--- src/rtl/calc_kp_pkg.sv ---
// Shared keypad geometry, FSM state type and key-code field helpers
// for the keypad emulator.
package calc_kp_pkg;

  localparam int NUM_ROWS = 4;
  localparam int NUM_COLS = 4;
  localparam int KEY_W    = 4;

  typedef enum logic [1:0] {
    IDLE  = 2'd0,
    PRESS = 2'd1,
    GAP   = 2'd2
  } kp_state_t;

  function automatic logic [1:0] key_row(input logic [KEY_W-1:0] code);
    return code[3:2];
  endfunction

  function automatic logic [1:0] key_col(input logic [KEY_W-1:0] code);
    return code[1:0];
  endfunction

endpackage

--- src/rtl/key_fifo.sv ---
// Small synchronous FIFO with registered pointers; the head entry is
// visible on dout combinationally. Pushes into a full FIFO are ignored.
module key_fifo #(
  parameter int WIDTH = 4,
  parameter int DEPTH = 4
) (
  input  logic             Clock,
  input  logic             Clear,
  input  logic             push,
  input  logic [WIDTH-1:0] din,
  input  logic             pop,
  output logic [WIDTH-1:0] dout,
  output logic             full,
  output logic             empty
);

  localparam int AW = $clog2(DEPTH);
  localparam int CW = AW + 1;
  localparam logic [CW-1:0] FULL_CNT = CW'(DEPTH);

  logic [WIDTH-1:0] mem_q [DEPTH];
  logic [AW-1:0]    wr_ptr_q, wr_ptr_d;
  logic [AW-1:0]    rd_ptr_q, rd_ptr_d;
  logic [CW-1:0]    count_q, count_d;
  logic             do_push, do_pop;

  assign full    = (count_q == FULL_CNT);
  assign empty   = (count_q == '0);
  // A full FIFO rejects the push even when a pop frees a slot this cycle.
  assign do_push = push && !full;
  assign do_pop  = pop && !empty;
  assign dout    = mem_q[rd_ptr_q];

  always_comb begin
    wr_ptr_d = wr_ptr_q;
    rd_ptr_d = rd_ptr_q;
    count_d  = count_q;
    if (do_push) wr_ptr_d = wr_ptr_q + AW'(1);
    if (do_pop)  rd_ptr_d = rd_ptr_q + AW'(1);
    count_d = count_q + CW'(do_push) - CW'(do_pop);
  end

  always_ff @(posedge Clock) begin
    if (Clear) begin
      wr_ptr_q <= '0;
      rd_ptr_q <= '0;
      count_q  <= '0;
    end else begin
      wr_ptr_q <= wr_ptr_d;
      rd_ptr_q <= rd_ptr_d;
      count_q  <= count_d;
    end
  end

  always_ff @(posedge Clock) begin
    if (do_push) mem_q[wr_ptr_q] <= din;
  end

endmodule

--- src/rtl/keypad_emulator.sv ---
// Replays queued key codes onto a 4x4 keypad matrix: each key is held for
// HOLD_CYCLES, then released for GAP_CYCLES, answering the column scan.
module keypad_emulator
  import calc_kp_pkg::*;
#(
  parameter int HOLD_CYCLES = 1000000,
  parameter int GAP_CYCLES  = 500000,
  parameter int FIFO_DEPTH  = 4
) (
  input  logic                Clock,
  input  logic                Clear,
  input  logic                KeyValid,
  input  logic [KEY_W-1:0]    KeyCode,
  output logic                KeyReady,
  input  logic [NUM_COLS-1:0] cols,
  output logic [NUM_ROWS-1:0] rows,
  output logic                Pressing,
  output logic                Busy,
  output logic                DropErr
);

  localparam int MAX_CYC = (HOLD_CYCLES > GAP_CYCLES) ? HOLD_CYCLES : GAP_CYCLES;
  localparam int CNT_W   = (MAX_CYC > 1) ? $clog2(MAX_CYC) : 1;
  localparam logic [CNT_W-1:0] HOLD_LOAD = CNT_W'(HOLD_CYCLES - 1);
  localparam logic [CNT_W-1:0] GAP_LOAD  = CNT_W'(GAP_CYCLES - 1);

  kp_state_t           state_q, state_d;
  logic [CNT_W-1:0]    cnt_q, cnt_d;
  logic [KEY_W-1:0]    code_q, code_d;
  logic [NUM_ROWS-1:0] rows_q, rows_d;
  logic                press_q;
  logic                drop_q, drop_d;
  logic                fifo_pop, fifo_full, fifo_empty;
  logic [KEY_W-1:0]    fifo_dout;

  key_fifo #(
    .WIDTH (KEY_W),
    .DEPTH (FIFO_DEPTH)
  ) u_fifo (
    .Clock (Clock),
    .Clear (Clear),
    .push  (KeyValid),
    .din   (KeyCode),
    .pop   (fifo_pop),
    .dout  (fifo_dout),
    .full  (fifo_full),
    .empty (fifo_empty)
  );

  always_comb begin
    state_d  = state_q;
    cnt_d    = cnt_q;
    code_d   = code_q;
    fifo_pop = 1'b0;
    case (state_q)
      IDLE: begin
        if (!fifo_empty) begin
          fifo_pop = 1'b1;
          code_d   = fifo_dout;
          cnt_d    = HOLD_LOAD;
          state_d  = PRESS;
        end
      end
      PRESS: begin
        if (cnt_q == '0) begin
          cnt_d   = GAP_LOAD;
          state_d = GAP;
        end else begin
          cnt_d = cnt_q - CNT_W'(1);
        end
      end
      GAP: begin
        if (cnt_q == '0) state_d = IDLE;
        else             cnt_d   = cnt_q - CNT_W'(1);
      end
      default: state_d = IDLE;
    endcase
  end

  // Only the selected column is looked at, so odd scan patterns are harmless.
  always_comb begin
    rows_d = '1;
    if (state_q == PRESS && !cols[key_col(code_q)]) rows_d[key_row(code_q)] = 1'b0;
    drop_d = drop_q | (KeyValid & fifo_full);
  end

  always_ff @(posedge Clock) begin
    if (Clear) begin
      state_q <= IDLE;
      cnt_q   <= '0;
      code_q  <= '0;
      rows_q  <= '1;
      press_q <= 1'b0;
      drop_q  <= 1'b0;
    end else begin
      state_q <= state_d;
      cnt_q   <= cnt_d;
      code_q  <= code_d;
      rows_q  <= rows_d;
      press_q <= (state_d == PRESS);
      drop_q  <= drop_d;
    end
  end

  assign rows     = rows_q;
  assign Pressing = press_q;
  assign Busy     = (state_q != IDLE) || !fifo_empty;
  assign DropErr  = drop_q;
  assign KeyReady = !fifo_full;

endmodule

--- config.mk ---
export PLATFORM = sky130hd
export DESIGN_NAME = keypad_emulator
export DESIGN_NICKNAME = d
export VERILOG_FILES = /design/src/rtl/calc_kp_pkg.sv /design/src/rtl/key_fifo.sv /design/src/rtl/keypad_emulator.sv
export SDC_FILE = /design/constraint.sdc
export NUM_CORES = 1
export LEC_CHECK = 0
export CORE_AREA = 2 2 72 74
export DETAILED_ROUTE_END_ITERATION = 10
export DIE_AREA = 0 0 74 76
export GPL_TIMING_DRIVEN = 0
export PLACE_DENSITY = 0.85
export SLEW_MARGIN = 20
export SYNTH_ARGS = -nofsm -noshare
export SYNTH_HDL_FRONTEND = slang
export SYNTH_SLANG_ARGS = --single-unit
--- constraint.sdc ---
create_clock -name Clock -period 3.3 [get_ports Clock]
set_clock_uncertainty 0.05 [all_clocks]
set_input_delay 0.66 -clock Clock [delete_from_list [all_inputs] [get_ports Clock]]
set_output_delay 0.66 -clock Clock [all_outputs]
set_load 0.01 [all_outputs]
# Yosys cells after proc, flatten, opt, wreduce, memory -nomap -nowiden
# Memory sizes are Yosys's and may differ from the RTL's. A register that Yosys moved wholly into a read port is not among the register bits.
# Index checks and enable logic that the tools add are counted.
# op_classes
magnitude_cmp	3
n_addsub	5
n_reduce_logical	16
eq_ne	6
n_mux	16
bitwise_logic	5
# ops
op	count
$mux 20	3
$pmux 20 s3	1
$logic_not 20->1	1
$sub 20x1->20 const B	1
$lt 2x3->1 const B	2
$mux 1	6
$mux 2	3
$pmux 2 s3	1
$add 2x1->2 const B	2
$eq 2x1->1 const B	2
$logic_and 1x1->1	4
$ne 2x2->1 const B	2
$not 4->4	1
$add 3x1->3	1
$eq 3x3->1 const B	1
$logic_not 1->1	3
$logic_not 3->1	1
$reduce_and 3->1	1
$reduce_bool 3->1	1
$sub 3x1->3	1
$bmux 1 s2	1
$demux 1 s2	1
$eq 2x2->1 const B	1
$ge 2x1->1 const B	1
other kinds (8)	9
# totals
out_inout_bits	8
ram_bits	16
inputBits	11
memories	1
reg_bits	35
word_cells	60
# memory_table
name	words	word_bits	rd	rd_clocked_by_memory_dff	wr	line	rtl
u_fifo.mem_q	4	4	1	1	1	key_fifo.sv:21	logic [WIDTH-1:0] mem_q [DEPTH];

# Logic depth before layout (Yosys ltp)
# Gate-level depths: netlist (run 1).
# logic_depth
ltp_word	6
ltp_mapped	12
depth_no_buf	11

# Modules after synthesis
# A second synthesis (run 1) with hierarchy kept.
# hier_totals
cells_unflattened	288
hier_area_um2	2841.5
# by_module_without_submodules
mod	cells_per_inst	n_inst	area_per_inst_um2
keypad_emulator	217	1	1790.5
key_fifo	71	1	1051.0

# Worst setup path after synthesis (run 1)
# No wires, ideal clock.
# synth_path
path_kind	register to register
startpoint	register state_q[0]
endpoint	register u_fifo.count_q[2]
stages_incl_launch_ff	13
arrival_time_ns	2.186
required_ns	3.122
setup_ns	0.128
slack_ns	0.936
synth_period_minus_slack_ns	2.364
path_cell_list	dfxtp_1 > inv_1 > ha_1 > o31a_1 > clkbuf_1 > ha_1 > inv_1 > ha_1 > inv_1 > fa_1 > xor2_1 > xnor2_1 > nor2_1
# synth_between
elab_chain_len	4
# synth_rtl
element	line	rtl
start, declared	keypad_emulator.sv:27	kp_state_t state_q, state_d;
start signal, assigned	keypad_emulator.sv:96	state_q <= state_d;
$logic_not 2->1	keypad_emulator.sv:55	case (state_q)
$mux 1	keypad_emulator.sv:55	
named net fifo_pop	keypad_emulator.sv:33	logic fifo_pop, fifo_full, fifo_empty;
$logic_and 1x1->1	key_fifo.sv:31	assign do_pop = pop && !empty;
$sub 3x1->3	key_fifo.sv:40	count_d = count_q + CW'(do_push) - CW'(do_pop);
end signal, assigned	key_fifo.sv:51	count_q <= count_d;
end, declared	key_fifo.sv:24	logic [CW-1:0] count_q, count_d;
# The timed path passes the listed nets, and every way through them passes these cells.
# A chain may end at the register's enable or synchronous reset.

# Final worst setup path (run 1)
# layout_path
startpoint	register state_q[0]
endpoint	output Busy
# layout_between
elab_chain_len	2
# layout_rtl
element	line	rtl
$reduce_bool 2->1	keypad_emulator.sv:107	assign Busy = (state_q != IDLE) || !fifo_empty;
$logic_or 1x1->1	keypad_emulator.sv:107	
end, declared	keypad_emulator.sv:18	output logic Busy,
# No other way between the ends.

==> summary.md, run 1 <==
The run finished with clean final reports. For the final number of hold-violating endpoints, the log shows 0. The total of warnings raised by yosys was 0; the transition time at the pin with the least slew margin was 0.8099 ns.

The root buffer cell chosen for the clock tree is clkbuf_8. Total placed instance area: 3007 sq um. Wires add up to 5.862 mm. Dividing the detail-routed wire length by the instance count gives 15.39 um.

In this run, synthesis produced a sequential element count of 55. The starting utilization of the core area came out at 0.5576. Based on the critical path, the design can be clocked at up to 337.8 MHz. The hold path depth is 1. The arrival time of data at the critical path endpoint came out at 2.25 ns. The largest family of logic cells by synthesized area is simple AND/OR/NAND/NOR gates.

The die is 74 um wide. The number of remaining DRC errors came out at 0. By area the synthesized netlist is led by dfxtp_1 29%, edfxtp_1 18%, ha_1 5.5%. The share of synthesized cell area in full adder, half adder and majority cells works out to 0.06213. The run gives 2 as the number of levels the H-tree was split into. Adding up every negative setup slack in the final design gives 0 ns.

Across the run, the number of max-cap violations was 0. Summed over all layers, the global routing overflow is 0. The number of gates resized after CTS was 0. The post-synthesis simple-gate area fraction came out at 0.1932.

The internal portion of the total power is 1.585 mW. The number of unique standard cell types used by synthesis is 51. The capture instance of the worst register-to-register path is cnt_q[11]$_SDFFE_PP0P_. The critical path's most frequent cell was inv_1. Dividing total power by cell area gives a power density of 884.0 nW/um^2.

The logs give 2739 sq um for the cell area after synthesis and 4912 sq um for the core area. The worst register-to-register path has a setup slack of 0.59 ns. For the worst setup path, the data required time is 2.59 ns.

For the clock buffer count from CTS, the log shows 5. VDD sags by at most 0.4408 mV. The number of pins with negative max-slew slack in the final report is 0.

The worst path in the final design needs a cycle of 2.961 ns, including I/O delays and setup. When the netlist entered floorplanning its net count stood at 309. The tools report the first-pass GRT wire length as 10.08 mm. Walking the worst path, the cells encountered are inv_1 -> ha_1 -> nor4b_1 -> inv_1 -> clkdlybuf4s50_1.

Counting the fill cells in the layout gives 393. Hold is met by 0.3876 ns. The worst setup path is captured at an output port. The die footprint came out at 5624 sq um. The startpoint identified for the worst register-to-register timing path is cnt_q[16]$_SDFFE_PP0P_. The number of design-rule violations left by the first detailed-router iteration was 140; the xor/xnor share of the synthesized area was 0.02558. Synthesized area per cell: 9.610 sq um. The via-per-instance ratio was 5.971; the number of enable flip-flop cells after synthesis was 16.

The analysis attributes to net switching a power of 1.159 mW. The clock power share is 0.147. The most critical setup path has its endpoint at Busy. The logs give 0.2296 for the global-route usage over all layers and 55 for the clock sink count.

The die outline height came out at 76 um. TritonCTS built the clock tree. The share of the synthesized area in compound gates (AO/OA/AOI/OAI) is 0.1640, and the depth of the most critical reg-to-reg path is 5.

Slowest cell on the critical path: nor4b_1. Via count of the first global-routing pass: 2168. The wire-length estimate of the detail-placed layout is 4.232 mm.

The weighted congestion at the end of routability-driven global placement was 0.9238. The synthesized design spends more area on one cell type than any other, namely dfxtp_1. Compared with the post-synthesis result, the final layout area differs by 13.34%. In this run the worst hold path is classified as reg -> reg. The tools report the kind of start point of the critical path as a register. The library cell used most frequently in the layout, excluding fill and tap cells, is dfxtp_1.

Count of buffers inserted at the top-level ports: 18. The net count reported at finish was 334. The fraction of registers with async set or reset after synthesis was 0; the detailed-routing iteration count for the pre-antenna-repair pass was 5. Setup repair after global routing left no endpoint under its margin. In the layout the commonest cells are 39 x dfxtp_1, 38 x nor2_1, 18 x a21oi_1, 18 x clkdlybuf4s50_1, 17 x inv_1. For the diode insertion count for antenna repair, the log shows 0. After clock tree synthesis, the clock-pin slew on the worst setup and hold paths is 0.10 ns. The number of antenna violations at the first check in global routing was 0; the delay contributed by the slowest stage of the critical path was 0.64 ns.

The count of nets left with antenna violations once routing finished came out at 0. The post-CTS setup repair buffer count is 0, and the final non-filler cell area is 3104 sq um. The critical path starts at state_q[0]$_SDFF_PP0_. The final cycle utilization of the critical path works out to 0.8972. The proportion of power drawn by flip-flops and latches came out at 0.371. Row generation in the floorplan step produced 26 rows. For this design, the CTS-stage hold fixing added 0 buffers. The leakage component of the power is 1.148 nW.

For the number of vias after detailed routing, the log shows 2275. The switching share of total power was 0.4225. The share of the synthesized area in the top cell type was 0.2851.

The maximum number of pins on one net before global-route repair is 21. Setup violations remaining at the end of the flow were counted as 0. The maximum fanout encountered on the critical timing path works out to 5.

Synthesis produced a netlist whose cell count is 285. The fraction of layout cells with a size suffix above 1 was 0.07074; the relative slew slack was 0.4575. The final standard cell utilization of the core was 0.6319; the count of boundary I/O pins was 19. The later pin in the worst-skew pair is clocked with a latency of 0.32 ns. The setup path with the least slack is of type reg -> out.

The sequential share of the synthesized area came out at 0.4605. Mux cell area share after synthesis: 0.05528. The design draws 2.744 mW. The maximum buffer depth of the clock tree was 2; the power share of the combinational group was 0.482. The most used flip-flop cell after synthesis is dfxtp_1.
==> worst max-delay path, delay by kind of cell (launching register included) <==
kind | cells | cell delay, ns
buffers and inverters | 3 | 0.74
AND/OR/NAND/NOR | 1 | 0.64
adder cells (fa/ha/maj) | 1 | 0.20
flip-flops | 1 | 0.36
==> area by class of cell <==
class	count	area, sq um	area share
multi-input combinational	202	1370	0.4414
sequential	55	1261	0.4063
timing repair buffer	18	180.2	0.05804
tap	70	87.58	0.02821
clock buffer	5	68.82	0.02217
inverter	17	63.81	0.02056
buffer	11	43.79	0.01411
clock inverter	3	28.78	0.009270
==> how the worst min path moves through the flow <==
stage	from	end	slack [ns]
floorplan	code_q[3]$_SDFFE_PP0P_	rows[2]$_SDFF_PP1_	0.34
global placement	code_q[3]$_SDFFE_PP0P_	rows[2]$_SDFF_PP1_	0.35
detailed placement	code_q[3]$_SDFFE_PP0P_	rows[2]$_SDFF_PP1_	0.36
CTS	code_q[3]$_SDFFE_PP0P_	rows[2]$_SDFF_PP1_	0.39
global route	code_q[3]$_SDFFE_PP0P_	rows[2]$_SDFF_PP1_	0.42
finish	code_q[3]$_SDFFE_PP0P_	rows[2]$_SDFF_PP1_	0.39
==> cell families after synthesis <==
kind of cell,count (synthesis)
and+or+nand+nor,103
AOI/OAI and AO/OA,68
DFF,55
buffers and inverters,28
adders and majority gates,13
muxes,10
xor gates and xnor gates,8
==> stage by stage <==
step	cells	worst slack, ns
2_1_floorplan	285	0.9364
6_report	381	0.3394
3_3_place_gp	373	0.7298
4_1_cts	381	0.3491
3_5_place_dp	373	0.6782
5_1_grt	381	0.1560
==> layer usage <==
layer	routed length, um	track usage	vias to the layer above
met5	0	0	-
met4	116	0.08545	0
met3	325	0.05423	11
met2	2952	0.3741	84
met1	2468	0.2925	1077
li1	-	-	1103
==> synth_stat cells (3+ instances only) <==
cell type  number
a31oi_1         6
o2111ai_1       3
nand3_1         6
clkbuf_1        9
and3_1          5
o21ai_0        12
o22ai_1         4
xnor2_1         4
or4_1           5
nor4_1          5
mux4_2          4
nor4b_1         3
dfxtp_1        39
ha_1           12
edfxtp_1       16
o31ai_1         6
a21oi_1        18
xor2_1          4
inv_1          17
or3_1           6
o21a_1          3
mux2i_1         5
nor2b_1         4
nor3_1          6
nor2_1         38
nand2_1        13
o221ai_1        3
==> power by group through the flow <==
stage               clock (mW)  sequential (mW)  combinational, mW
floorplan                    0            0.994              0.992
global placement             0             1.02               1.26
detailed placement           0             1.03               1.29
CTS                      0.408             1.01               1.31
global route             0.442             1.04               1.48
finish                   0.403             1.02               1.32
==> registers in the layout, summed over array words and instances, names as in the netlist <==
signal	flops
u_fifo.count_q	3
code_q	4
DropErr	1
state_q	2
Pressing	1
cnt_q	20
u_fifo.wr_ptr_q	2
rows	4
u_fifo.mem_q	16
u_fifo.rd_ptr_q	2
Note: power is estimated with default switching activity, not from simulation.
==> run 2: changes to the inputs <==
--- a/config.mk
+++ b/config.mk
@@ -5,11 +5,13 @@
 export SDC_FILE = /design/constraint.sdc
 export NUM_CORES = 1
 export LEC_CHECK = 0
-export CORE_AREA = 2 2 72 74
+export ABC_AREA = 1
+export CORE_AREA = 2 2 74 76
 export DETAILED_ROUTE_END_ITERATION = 10
-export DIE_AREA = 0 0 74 76
+export DIE_AREA = 0 0 76 78
 export GPL_TIMING_DRIVEN = 0
 export PLACE_DENSITY = 0.85
+export SETUP_SLACK_MARGIN = 0.4
 export SLEW_MARGIN = 20
 export SYNTH_ARGS = -nofsm -noshare
 export SYNTH_HDL_FRONTEND = slang
==> run 2 against run 1 <==
  * Worst hold slack better by 0.012 ns
  * Final cell count up 24%
  * Global-route usage down 0.27 points
  * Critical path depth up 7
  * Final area up 5.1%
  * Die area up 5.4%
  * Sequential share of layout area down 2.0 points
  * First-iteration DRC count down 7.1%
  * Worst setup slack better by 0.43 ns
  * Non-clock buffer count down 5
  * Via count up 10%
  * Clock power about the same
  * Critical path type is now reg -> reg
  * Critical endpoint is now u_fifo.count_q[2]$_SDFF_PP0_
  * Largest cell class unchanged
==> summary.md, run 2 <==
In this run the static leakage power is 1.337 nW. Detailed placement ended at an HPWL of 4.765 mm. The required time at the worst-slack endpoint came out at 3.46 ns.

The library cell with the largest summed area after synthesis is dfxtp_1. Overall power consumption after layout is estimated at 2.797 mW. Global-route usage over all layers: 0.2270. The arrival time of data at the critical path endpoint was 2.70 ns.

From left edge to right edge, the die measures 76 um. Yosys attributes the largest share of cell area to dfxtp_1 27%, edfxtp_1 17%, nor2_1 9.0%. For the via count of the first global-routing pass, the log shows 2453. In the final layout, the registers with the most flip-flops are cnt_q x20, u_fifo.mem_q x16. The tools report the final-report setup violation count as 0. The first detailed-routing pass ran for 4 iterations. The fraction of layout cells with a size suffix above 1 was 0.1020; the clock power share was 0.143. The transition time at the pin with the least slew margin was 0.4187 ns; the number of flip-flops and latches in the synthesized netlist was 55. The run gives 26 as the number of standard-cell rows in the floorplan. After filler insertion, the fill cell instance count of the layout stands at 436. The power share of the combinational group is 0.494, and the final cell count without fillers is 472.

The share of the synthesized area in the top cell type is 0.2684. The minimum setup slack in the final design was 0.7669 ns. Ranked by instance count, the synthesized netlist is headed by 70 x nor2_1, 55 x nand2_1, 48 x inv_1. The number of pins with negative max-slew slack in the final report was 0.

The path class of the tightest hold or removal check is reg -> reg. The die is 78 um tall. The setup total negative slack was 0 ns; the diode insertion count for antenna repair was 0. TritonCTS built the clock tree. Counting I/O delays and the setup requirement, the final critical path takes 2.533 ns.

The run gives 0 as the final number of hold-violating endpoints. The number of unique standard cell types used by synthesis is 33, and the die footprint is 5928 sq um. For the worst flop-to-flop path, the logic depth is 12. Entering global routing, the biggest net connects 20 pins.

The run gives 0 as the quantity of hold-fixing buffers added after cts. Clock tree synthesis found a total of 55 sinks. The first-pass GRT wire length is 10.81 mm.

Buffers added to address setup during post-CTS repair amount to 0. By instance count, the leading cell after synthesis is nor2_1. STA classifies the critical path endpoint as a register. The relative slew slack is 0.7209. Static timing analysis puts the maximum clock frequency at 394.8 MHz.

Gates resized during post-CTS repair numbered 0. The run gives 5042 sq um as the core area. Using the TritonRoute via totals, the vias-per-cell ratio works out to 5.311. The proportion of power drawn by flip-flops and latches was 0.362; the starting utilization of the core area was 0.5769.

The final standard cell utilization of the core is 0.6471, and the fraction of registers with async set or reset after synthesis is 0. Synthesis handed over a netlist of 377 instances. Routed wirelength normalized by instance count: 13.27 um. The clock buffer count from CTS came out at 5.

The area growth from synthesis to layout is 12.17%. The H-tree generated during clock tree synthesis spans 2 levels. The number of enable flip-flop cells after synthesis came out at 16.

After detailed placement, the total cell area comes to 3167 sq um. The most used flip-flop cell after synthesis is dfxtp_1. The kind of start point of the critical path was a register. The switching share of total power works out to 0.4542.

For the cell area after synthesis, the log shows 2909 sq um. The synthesized area per cell works out to 7.716 sq um. The congestion estimate from routability-driven global placement came to 0.9620. Including well taps, the total number of placed cells is 464. The final cycle utilization of the critical path was 0.7676; the peak supply drop was 0.4917 mV. The number of design-rule violations left by the first detailed-router iteration is 130, and the total nets after synthesis is 401. The routed layout has 2507 vias.

For the maximum buffer depth of the clock tree, the log shows 2. Once detail routing completed, the nets flagged for antenna violations numbered 0. For this block, the routed nets add up to 6.264 mm of wire. For this run, design rule violations remaining after detail routing come to 0. The commonest non-fill, non-tap cell in the layout is nor2_1. Prior to clock tree synthesis, the placed netlist has a worst setup slack of 0.7775 ns. Dividing total power by cell area gives a power density of 857.2 nW/um^2. Hold path depth: 1. The register with the most flip-flops in the final layout is cnt_q. The run finished with clean final reports.

The number of flip-flops in the largest register is 20. For the number of violations of the max-capacitance limit, the log shows 0. The total of warnings raised by yosys came out at 0. Summed over all nets, the switching power comes to 1.271 mW. The internal portion of the total power is 1.527 mW.

19 I/O pins were placed. The flip-flop and latch area was 1261 sq um. Setup repair after global routing left no endpoint under its margin. The final layout contains 425 nets. The sequential share of the synthesized area is 0.4335.

After global routing the overflow that remains totals 0. The number of antenna violations at the first check in global routing was 0. The maximum fanout encountered on the critical timing path was 10; the worst hold-check slack was 0.4000 ns.

Leaving out fill and tap cells, the most frequent cells in the layout are 70 x nor2_1, 55 x nand2_1, 48 x inv_1. The run gives 1400 sq um as the multi-input gate area in the final layout. The tools report the buffer type at the clock tree root as clkbuf_8. By startpoint and endpoint, the worst setup path is classified as reg -> reg. After clock tree synthesis, the clock-pin slew on the worst setup and hold paths is 0.11 ns. The count of buffers inserted at the top-level ports works out to 17. The finished cells cover 3263 sq um.

At the later pin of the worst-skew pair, clock insertion delay measures 0.32 ns.
run 2: logic make-up (layout without fill, tap and decap cells):
kind of cell	count (synthesis)	in the layout	synth area share
buf+inv	59	84	0.08516
fa+ha+maj	13	13	0.05849
simple gates	179	179	0.2869
compound gates	65	65	0.1178
flops	55	55	0.4335
xor+xnor	6	6	0.01806
run 2: per-layer routing:
metal	wire [um]	track usage	up-vias
met5	0	0	-
met4	134	0.08182	0
met3	348	0.04419	14
met2	3303	0.4357	71
met1	2478	0.2480	1155
li1	-	-	1267
run 2: worst paths after layout:
kind / start / to / slack, ns
setup / recovery: state_q[0]$_SDFF_PP0_ / u_fifo.count_q[2]$_SDFF_PP0_ / 0.77
hold / removal: code_q[3]$_SDFFE_PP0P_ / rows[3]$_SDFF_PP1_ / 0.40
setup reg to reg: state_q[0]$_SDFF_PP0_ / u_fifo.count_q[2]$_SDFF_PP0_ / 0.77
hold reg to reg: code_q[3]$_SDFFE_PP0P_ / rows[3]$_SDFF_PP1_ / 0.40
run 2: final cells by class:
class / instances / area share
inverters: 52 / 0.06058
clock inverters: 3 / 0.008436
flip-flops and latches: 55 / 0.3865
multi-input cells: 263 / 0.4291
well taps: 70 / 0.02684
plain buffers: 7 / 0.01534
clock buffers: 5 / 0.02109
repair buffers: 17 / 0.05215
run 2: worst max-delay path, stage by stage (launching register included):
cell	delay [ns]
dfxtp_1	0.38
inv_1	0.09
ha_1	0.22
inv_1	0.07
or2_2	0.14
clkinv_1	0.23
ha_1	0.36
inv_1	0.06
ha_1	0.13
inv_1	0.05
fa_1	0.39
o21ai_0	0.19
a21oi_1	0.05
run 2: power groups by stage:
| stage | clock network, mW | registers [mW] | logic (mW) |
|---|---|---|---|
| CTS | 0.406 | 1.01 | 1.38 |
| detailed placement | 0 | 1.03 | 1.36 |
| global route | 0.435 | 1.04 | 1.56 |
| global placement | 0 | 1.02 | 1.29 |
| finish | 0.401 | 1.01 | 1.38 |
| floorplan | 0 | 0.998 | 1.03 |
==> run 3: changes to the inputs <==
==> constraint.sdc (replaced) <==
create_clock -name Clock -period 2.5 [get_ports Clock]
set_clock_uncertainty 0.05 [all_clocks]
set_input_delay 0.5 -clock Clock [delete_from_list [all_inputs] [get_ports Clock]]
set_output_delay 0.5 -clock Clock [all_outputs]
set_load 0.01 [all_outputs]
==> run 3 against run 2 <==
  * Non-clock buffer count is 7 higher
  * Register-to-register slack lost 0.34 ns
  * Sequential power up 35%
  * Die area is the same
  * Sequential share of layout area is 1.3 points lower
  * Critical path depth down 1
  * Via count rose by 1.8%
==> summary.md, run 3 (synthesized netlist as in run 2, its figures left out) <==
The run finished with clean final reports. Setup violations remaining at the end of the flow were counted as 0. The library cell used most frequently in the layout, excluding fill and tap cells, is nor2_1. In this run the clock root is driven by a clkbuf_8. In this run the most critical hold path is launched from code_q[2]$_SDFFE_PP0P_. The count of buffers inserted at the top-level ports was 17. Setup repair after global routing could not meet its margin everywhere. Setup total negative slack: 0 ns. Largest register by flop count: cnt_q. The analysis attributes to net switching a power of 1.747 mW. TritonCTS built the clock tree. Buffers inserted during clock tree synthesis total 5.

The logs give 214 for the number of design-rule violations left by the first detailed-router iteration and 0.6581 mV for the peak supply drop. The kind of path behind the tightest hold check is reg -> reg. The relative slew slack is 0.7388. The largest registers in the layout are cnt_q x20, u_fifo.mem_q x16.

For this run, the detailed router's first-pass iteration total came to 4. For this run the aggregate overflow at the end of global routing stands at 0. STA classifies the critical path endpoint as a register. Once detailed placement completed, the half-perimeter wirelength came to 4.729 mm. The run gives 2.132 mW as the internal power of the cells. CTS saw 55 sinks. The number of standard-cell rows in the floorplan was 26; the count of boundary I/O pins was 19. Data on the critical path is required at its endpoint by 2.65 ns. Maximum number of pins on one net before global-route repair: 21. STA puts the critical path data arrival time at 2.23 ns.

Using the TritonRoute via totals, the vias-per-cell ratio works out to 5.328. The global-route usage over all layers was 0.2219; the switching share of total power was 0.4504. The register with the most flip-flops in the layout has 20 of them. For the pin with the worst max-slew slack, the measured transition is 0.3918 ns. The first-pass GRT wire length is 10.63 mm. The tools report the starting utilization of the core area as 0.5769. The run gives 0 as the final number of hold-violating endpoints. The clock-pin slew reported for the worst setup and hold paths after clock tree synthesis was 0.11 ns. The classification of the worst setup path is reg -> reg. The area growth from synthesis to layout is 16.39%. In this run the worst setup path begins at state_q[1]$_SDFF_PP0_.

Net count reported at finish: 432. The number of antenna violations at the first check in global routing was 0; the number of violations of the max-capacitance limit was 0. The number of remaining DRC errors was 0; the die outline height was 78 um.

The run gives 0.350 as the proportion of power drawn by flip-flops and latches. The clock passes through at most 2 buffers. The worst path in the final design needs a cycle of 2.075 ns, including I/O delays and setup.

The tools report the overall power consumption as 3.880 mW. For the clock power share, the log shows 0.139. The tools report the number of pins with negative max-slew slack in the final report as 0. The worst setup path is launched from a register.

The floorplan step set the die width to 76 um. The core area was 5042 sq um. The run gives 5928 sq um as the die footprint. The analysis attributes to cell leakage a power of 1.389 nW. 0 antenna diodes ended up in the layout. The final cycle utilization of the critical path is 0.8299, and the worst hold-check slack is 0.4094 ns. The detail route stage leaves a number of antenna-violating nets equal to 0. The tools report the weighted congestion at the end of routability-driven global placement as 0.9799. The via count of the first global-routing pass is 2394, and the routed wirelength normalized by instance count is 13.39 um. The startpoint identified for the worst register-to-register timing path is state_q[1]$_SDFF_PP0_.

The run gives 2 as the number of levels the H-tree was split into. In the layout the commonest cells are 69 x nor2_1, 55 x nand2_1, 44 x inv_1. The tools report the power share of the combinational group as 0.511. The fraction of layout cells with a size suffix above 1 was 0.1540.

The power per standard cell area was 1146 nW/um^2; the top achievable clock speed was 482.0 MHz. Of all nets on the critical path, the largest fanout is 2. For this block, the via count after detailed routing is 2552.

For this block, the routed nets add up to 6.414 mm of wire. The run gives 0.32 ns as the clock insertion delay at the later pin of the skew report.
-- run 3: changes by cell type in the layout (fill, tap and decap cells not counted), moves of 2 or more --
| cell | delta |
|---|---|
| ha_1 | -3 |
| inv_1 | -4 |
| ha_4 | +2 |
| dfxtp_1 | -3 |
| dfxtp_2 | +3 |
| inv_2 | +3 |
| buf_4 | +7 |
-- run 3: what timing repair did --
action,in CTS,in global routing
gates resized for setup,8,10
buffers inserted,4,3
pin swaps,1,4
hold buffers,0,0
endpoints found under the setup margin,3,7
-- run 3: stage by stage --
stage               std cells  worst slack [ns]    util  instance area, sq um
CTS                       476            0.4053  0.6586                  3321
detailed placement        464            0.2514  0.6295                  3174
finish                    479            0.4252  0.6715                  3386
floorplan                 377            0.4402       -                  2917
global placement          464            0.3448  0.6295                  3174
global route              479            0.3691  0.6715                  3386
-- run 3: worst max-delay path, cell delays in order (launching register included) --
cell	delay, ns
dfxtp_2	0.35
inv_2	0.08
ha_4	0.14
inv_2	0.03
or2_4	0.26
clkinv_4	0.06
ha_4	0.19
inv_1	0.05
ha_2	0.16
inv_2	0.04
fa_2	0.51
nor2_1	0.04
-- run 3: power groups by stage --
stage / Combinational (mW) / Clock [mW] / Sequential, mW
6_report: 1.98 / 0.541 / 1.36
4_1_cts: 1.87 / 0.552 / 1.34
2_1_floorplan: 1.39 / 0 / 1.32
3_5_place_dp: 1.79 / 0 / 1.36
5_1_grt: 2.21 / 0.582 / 1.39
3_3_place_gp: 1.72 / 0 / 1.35
-- run 3: final cells by class --
type / instances / area (sq um)
multi-input cells: 263 / 1450
inverters: 52 / 205.2
clock inverters: 3 / 33.78
fillers: 408 / 1657
plain buffers: 7 / 50.05
clock buffers: 5 / 68.82
repair buffers: 24 / 225.2
flip-flops and latches: 55 / 1265
well taps: 70 / 87.58
-- run 3: metal layers --
metal | track usage | part of all wire
met2 | 0.4161 | 0.54
met4 | 0.07455 | 0.016
met1 | 0.2552 | 0.40
met3 | 0.03953 | 0.050
met5 | 0 | 0
-- run 3: final timing paths --
check,slack [ns],depth (start not counted),endpoint
worst max-delay path,0.43,11,u_fifo.count_q[1]$_SDFF_PP0_
worst min-delay path,0.41,1,rows[1]$_SDFF_PP1_
worst max register to register,0.43,11,u_fifo.count_q[1]$_SDFF_PP0_
worst min register to register,0.41,1,rows[1]$_SDFF_PP1_
